--- src/rtl/elevator_call_dispatcher.sv ---
// Elevator call dispatcher: latches call buttons, picks the next target floor by SCAN,
// then sequences the car through MOVE and a fixed door-open interval.
//
// state | meaning
// IDLE  | no car motion; dispatches as soon as any call is pending
// MOVE  | target driven on floor, waiting for cf to match (bounded by timeout)
// DOOR  | arrived, door held open for DOOR_CYCLES clocks
// FAULT | car failed to arrive in time; sticky until rst
module elevator_call_dispatcher #(
    parameter int NUM_FLOORS     = 4,
    parameter int FW             = 2,
    parameter int DOOR_CYCLES    = 4,
    parameter int TIMEOUT_CYCLES = 16
) (
    input  logic                  clk,
    input  logic                  rst,
    input  logic [NUM_FLOORS-1:0] btn,
    input  logic [FW-1:0]         cf,
    output logic [FW-1:0]         floor,
    output logic [NUM_FLOORS-1:0] pending,
    output logic                  dir,
    output logic                  busy,
    output logic                  arrived,
    output logic                  fault
);

    localparam int DW = (DOOR_CYCLES > 1) ? $clog2(DOOR_CYCLES) : 1;
    localparam int TW = (TIMEOUT_CYCLES > 1) ? $clog2(TIMEOUT_CYCLES) : 1;
    localparam logic [DW-1:0] DOOR_LOAD = DW'(DOOR_CYCLES - 1);
    localparam logic [TW-1:0] TMO_LOAD  = TW'(TIMEOUT_CYCLES - 1);

    typedef enum logic [1:0] {
        IDLE  = 2'd0,
        MOVE  = 2'd1,
        DOOR  = 2'd2,
        FAULT = 2'd3
    } state_t;

    state_t                  state;
    logic [DW-1:0]           door;
    logic [TW-1:0]           tmo;
    logic [FW-1:0]           target;
    logic                    next_dir;
    logic                    here_hit;
    logic                    up_hit;
    logic                    dn_hit;
    logic [FW-1:0]           up_tgt;
    logic [FW-1:0]           dn_tgt;
    logic [NUM_FLOORS-1:0]   floor_oh;

    // SCAN target: current floor first, then nearest ahead in dir, then nearest behind.
    always_comb begin
        here_hit = 1'b0;
        up_hit   = 1'b0;
        dn_hit   = 1'b0;
        up_tgt   = '0;
        dn_tgt   = '0;
        for (int i = NUM_FLOORS - 1; i >= 0; i--) begin
            if (pending[i] && (FW'(i) > cf)) begin
                up_hit = 1'b1;
                up_tgt = FW'(i);
            end
        end
        for (int i = 0; i < NUM_FLOORS; i++) begin
            if (pending[i] && (FW'(i) < cf)) begin
                dn_hit = 1'b1;
                dn_tgt = FW'(i);
            end
            if (pending[i] && (FW'(i) == cf)) begin
                here_hit = 1'b1;
            end
        end
        if (here_hit) begin
            target = cf;
        end else if (dir) begin
            target = up_hit ? up_tgt : dn_tgt;
        end else begin
            target = dn_hit ? dn_tgt : up_tgt;
        end
        next_dir = here_hit ? dir : (target > cf);
    end

    always_comb begin
        floor_oh = '0;
        for (int i = 0; i < NUM_FLOORS; i++) begin
            floor_oh[i] = (FW'(i) == floor);
        end
    end

    always_ff @(posedge clk or posedge rst) begin
        if (rst) begin
            state   <= IDLE;
            floor   <= '0;
            pending <= '0;
            dir     <= 1'b1;
            busy    <= 1'b0;
            arrived <= 1'b0;
            fault   <= 1'b0;
            door    <= '0;
            tmo     <= '0;
        end else begin
            arrived <= 1'b0;
            pending <= pending | btn;
            case (state)
                IDLE: begin
                    if (|pending) begin
                        floor <= target;
                        dir   <= next_dir;
                        tmo   <= TMO_LOAD;
                        busy  <= 1'b1;
                        state <= MOVE;
                    end
                end
                MOVE: begin
                    if (cf == floor) begin
                        // Clear beats a same-cycle press of the arrival floor.
                        pending <= (pending | btn) & ~floor_oh;
                        arrived <= 1'b1;
                        door    <= DOOR_LOAD;
                        state   <= DOOR;
                    end else if (tmo == '0) begin
                        fault <= 1'b1;
                        state <= FAULT;
                    end else begin
                        tmo <= tmo - 1'b1;
                    end
                end
                DOOR: begin
                    if (door == '0) begin
                        busy  <= 1'b0;
                        state <= IDLE;
                    end else begin
                        door <= door - 1'b1;
                    end
                end
                FAULT: begin
                    fault <= 1'b1;
                end
            endcase
        end
    end

endmodule
--- config.mk ---
export PLATFORM = sky130hd
export DESIGN_NAME = elevator_call_dispatcher
export DESIGN_NICKNAME = d
export VERILOG_FILES = /design/src/rtl/elevator_call_dispatcher.sv
export SDC_FILE = /design/constraint.sdc
export NUM_CORES = 1
export LEC_CHECK = 0
export CORE_MARGIN = 2
export CORE_UTILIZATION = 35
export DETAILED_ROUTE_END_ITERATION = 16
export MAX_ROUTING_LAYER = met4
export SYNTH_ARGS = -nofsm -noshare
export SYNTH_HDL_FRONTEND = slang
export SYNTH_SLANG_ARGS = --single-unit
--- constraint.sdc ---
create_clock -name clk -period 2.8 [get_ports clk]
set_clock_uncertainty 0.05 [all_clocks]
set_input_delay 0.42 -clock clk [delete_from_list [all_inputs] [get_ports clk]]
set_output_delay 0.42 -clock clk [all_outputs]
set_load 0.05 [all_outputs]
# == After elaboration in Yosys (flattened, before gate mapping) ==
# Cells that the tools add are included.
# word_totals
regBits,18
latch_bits,0
ramBits,0
romBits,0
input_bits,8
output_inout_bits,10
wordCells,117
mem_count,0
# classes
addsub,2
n_mul,0
div,0
magnitude_cmp,9
eq_ne,18
shifts,0
n_mux,45
bitwise,4
n_reduce_logical,30
# op_table
operator,n
2-bit 2-to-1 mux,16
4-bit 2-to-1 mux,5
1-bit 2-to-1 mux,19
"2-bit inequality test, second input constant",7
1-bit logical AND,12
3-bit AND reduction,4
"2-bit == test, first input constant",4
2-bit zero test,4
4-bit one-hot mux with 2 select lines,1
4-bit AND reduction,2
2-bit nonzero test,4
2-bit one-hot mux with 3 select lines,1
4-bit AND,1
"1-bit by 2-bit == test with 1-bit output, first input constant",2
"2-bit == test, second input constant",2
"1-bit by 2-bit > comparator with 1-bit output, first input constant",2
"2-bit > comparator, first input constant",2
4-bit zero test,1
"1-bit by 2-bit less-than comparator with 1-bit output, first input constant",2
"2-bit less-than comparator, first input constant",2
4-bit NOT,1
4-bit OR,1
1-bit one-hot mux with 2 select lines,2
2-bit one-hot mux with 2 select lines,1
10 further kinds,10

# == Logic depth before layout (Yosys ltp) ==
# depth
ltp_word,10
ltp_mapped,11

# == Worst setup path after synthesis ==
# OpenSTA, ideal clock, no wires.
# synth_path
path_kind,register to register
startpoint,reg pending[3]
endpoint,reg dir
t_arrival_ns,2.208
required_ns,2.665
path_slack_ns,0.457
path_stages_with_launch,9
path_buffers,0
path_cell_list,dfrtp_1 -> mux4_2 -> or2_2 -> o22ai_1 -> ha_1 -> inv_1 -> a21oi_1 -> a21oi_1 -> mux2_1
# synth_between
elab_chain_len,9
# synth_rtl
item,line,source
"start, declared",20,"output logic [NUM_FLOORS-1:0] pending,"
"start signal, assigned",103,pending <= pending | btn;
"start signal, assigned",117,pending <= (pending | btn) & ~floor_oh;
1-bit logical AND,59,if (pending[i] && (FW'(i) > cf)) begin
2-bit 2-to-1 mux or 1-bit 2-to-1 mux (tied branches) (4 in a row),59,
"2-bit 2-to-1 mux, on equally long branches","78, 76",
2-bit 2-to-1 mux,75,end else if (dir) begin
2-bit 2-to-1 mux,73,if (here_hit) begin
2-bit > comparator,80,next_dir = here_hit ? dir : (target > cf);
"end signal, assigned",108,dir <= next_dir;
"end, declared",21,"output logic dir,"
# Parallel ways exist; a longest one is shown, timed or not.
# A chain may end at the register's enable or synchronous reset.

# == Final worst setup path ==
# layout_path
startpoint,in cf[1]
endpoint,reg dir
# layout_between
elab_chain_len,10
# layout_rtl
item,line,source
"start, declared",18,"input logic [FW-1:0] cf,"
2-bit > comparator or 1-bit by 2-bit less-than comparator with 1-bit output (tied branches),"59, 65",
"1-bit logical AND, on equally long branches","59, 65",
2-bit 2-to-1 mux (tied with other cells) (4 in a row),59,
"2-bit 2-to-1 mux, on equally long branches","78, 76",
2-bit 2-to-1 mux,75,
2-bit 2-to-1 mux *,73,
named net target[1],42,logic [FW-1:0] target;
2-bit > comparator *,80,
# Mark *: on every way through the listed nets, which the timed path passes. The rest lies on a longest branch.

==> flow_summary.ini <==
[place]
postPlaceCellArea_sq_um = 1310
io_buffers = 17
place.gp.congestion = 0.847
dp.final_hpwl_mm = 1.83
place_ws_ns = 0.0769
place_inst = 180

[power_and_ir_drop]
p_switching_uw = 114
seq_power_share_pct = 55.0
combPwrFrac_pct = 11.1
leakagePower_nw = 0.588
switching_share_pct = 23.8
clockPowerShare_pct = 33.9
cellPowerDensity_nw_per_um2 = 355
ir_worst_vdd_mv = 0.239
p_int_uw = 365

[worst_setup_path]
timing.rr.start = pending[3]$_DFF_PP0_
cp-start-kind = primary input
end_kind = flip-flop
arrival_ns = 2.60
path_class = primary input to flip-flop
r2r-end = dir$_DFFE_PP1P_
crit_fanout = 6
ff2ff_setup_slack_ns = 0.52
rr_worst_depth = 8
cp.required_ns = 2.98

[cts]
htreeDepth = 1
cts_resized = 0
clk_latency_ns = 0.29
clk_pin_slew_ns = 0.10
clock_path_buffers = 2
cts_tree = done
postCtsHoldBufs = 0
cts_buffers = 3
postCtsSetupBuffers = 0
cts.sinks = 18
clockRootBuffer = clkbuf_4

[timing]
worstMarginPinSlew_ns = 0.687
slew_headroom_pct = 54.1
slew_viol_final = 0
min_period_ns = 2.42
clock.fmax_mhz = 413
worst_slack_ns = 0.381
tns_ns = 0
rsz0062_at_grt = false
fin_crit_sh_pct = 86.4
holdWs_ns = 0.412
hold_violations = 0
setup_viol = 0

[floorplanning]
num_rows = 20
initial_utilization_pct = 36.3
coreArea_sq_um = 3030
die_x_um = 60.0
top_level_ports = 18
die-height_um = 60.0
die-area_sq_um = 3600

[detailed_routing]
wl_met2_mm = 1.17
drt-total-wl_mm = 2.53
ant_nets = 0
wl_met3_um = 115
avgViaCountPerCell = 5.30
vias = 976
dr.first_iter.drc_count = 27
wirelength_met1_mm = 1.20
firstDrtPassIters = 4
wl_per_cell_um = 13.7
dr.max_layer_used = met4
drc_errors = 0

[yosys]
synth_edf_count = 0
synthXorXnorAreaFrac_pct = 2.39
synthFlopType = dfrtp_1
syn_area_per_cell_sq_um = 9.00
seq_area_frac_synth_pct = 41.1
synth_mux_area_share_pct = 3.99
synth_top_family_by_area = compound AO/OA/AOI/OAI gates
yosys.area_share.simple_pct = 18.6
synth_adder_area_share_pct = 4.56
synth-compound-area-share_pct = 22.8
ys_types = 42
ys_async_sr_fraction_pct = 100
netlist_area_sq_um = 1100
syn-instance-count = 122
synthesis.nets = 134
yosys_register_bits = 18
ys_warn_count = 0

[run_status]
status = completed

[finish]
area_growth_pct = 22.7
finalNonFillerCells = 184
fill_cells = 296
layout_common_cells = dfrtp_1 (17), clkdlybuf4s50_1 (17), inv_1 (12), a21oi_1 (12), nor2_1 (11)
antennaDiodeCount = 0
num-nets-final = 153
final_area_sq_um = 1350
drive_above_1_share_pct = 10.0

[global_routing]
antenna_found_initial = 0
overflow = 0
grt_max_degree = 19
grt_pass1_vias = 900
grtUsageTotal_pct = 16.8
grt_pass1_wl_mm = 4.32

[worst_hold_path]
hold_end = fault$_DFFE_PP0P_
holdCritStartpoint = fault$_DFFE_PP0P_
min_path_cells = 1
hp-class = flip-flop to flip-flop

[run]
drv_cap = 0
-- synth_stat cells, types with 2 or more instances --
cell	count	area (sq um)
or2_2	2	12.5
a31oi_1	2	12.5
clkbuf_1	3	11.3
o22a_1	2	17.5
dfrtp_1	17	425
ha_1	4	50.1
o22ai_1	2	12.5
nor4_1	2	12.5
nor2_1	11	41.3
inv_1	12	45.0
nor3_1	6	30.0
nand2b_1	2	12.5
xor2_1	2	17.5
nand2_1	8	30.0
a221oi_1	2	17.5
o21ai_0	8	40.0
a21oi_1	12	60.1
-- per-stage QoR --
step / total power [mW] / utilization [%]
after floorplan: 0.302 / -
after global placement: 0.320 / 43.3
after detailed placement: 0.322 / 43.3
after CTS: 0.484 / 44.5
after global routing: 0.503 / 44.5
final: 0.479 / 44.5
-- final cells by class --
cell class | count | area (sq um) | area share [%]
clock buffers | 4 | 36.3 | 2.69
inverters | 12 | 45.0 | 3.34
multi-input cells | 87 | 574 | 42.6
flip-flops and latches | 18 | 452 | 33.5
well taps | 44 | 55.1 | 4.09
repair buffers | 19 | 185 | 13.7
-- cells by family (layout without fill, tap and decap cells) --
family,Yosys count,in the layout
AND/OR/NAND/NOR,39,39
XOR/XNOR,3,3
flip-flops,18,18
AO/OA/AOI/OAI,38,38
buffers and inverters,17,35
multiplexers,3,3
adder cells (fa/ha/maj),4,4
-- worst max path at each step --
stage / from / endpoint / slack (ns) / cells after the start
4_1_cts: cf[1] / dir$_DFFE_PP1P_ / 0.38 / 10
6_report: cf[1] / dir$_DFFE_PP1P_ / 0.38 / 10
5_1_grt: cf[1] / dir$_DFFE_PP1P_ / 0.26 / 10
3_3_place_gp: cf[0] / dir$_DFFE_PP1P_ / 0.14 / 9
3_5_place_dp: cf[0] / dir$_DFFE_PP1P_ / 0.08 / 9
2_1_floorplan: pending[3]$_DFF_PP0_ / dir$_DFFE_PP1P_ / 0.46 / 8
-- registers in the layout, summed over array words and instances, names as in the netlist --
signal and cells:
fault 1, busy 1, floor 2, tmo 4
dir 1, arrived 1, door 2, state 2
pending 4
-- critical path, cell delays in order --
cell and delay [ns]:
clkdlybuf4s50_1 0.61, buf_4 0.20, xnor2_1 0.12, nor2_1 0.06, o31a_1 0.32, nor2_1 0.14, ha_1 0.27, a21oi_1 0.13
a21oi_1 0.05, mux2_1 0.29
-- layer usage --
metal,global-route usage [%],up-vias
li1,-,481
met1,22.5,461
met2,25.6,29
met3,2.16,5
met4,6.67,0
met5,-,-
-- power by group through the flow --
stage                     clock (mW)  combinational (mW)  sequential (mW)
after floorplan                    0              0.0301            0.272
after global placement             0              0.0514            0.269
after detailed placement           0              0.0531            0.268
after CTS                      0.167              0.0537            0.263
after global routing           0.180              0.0588            0.264
final                          0.162              0.0532            0.264
Note: power is estimated with default switching activity, not from simulation.
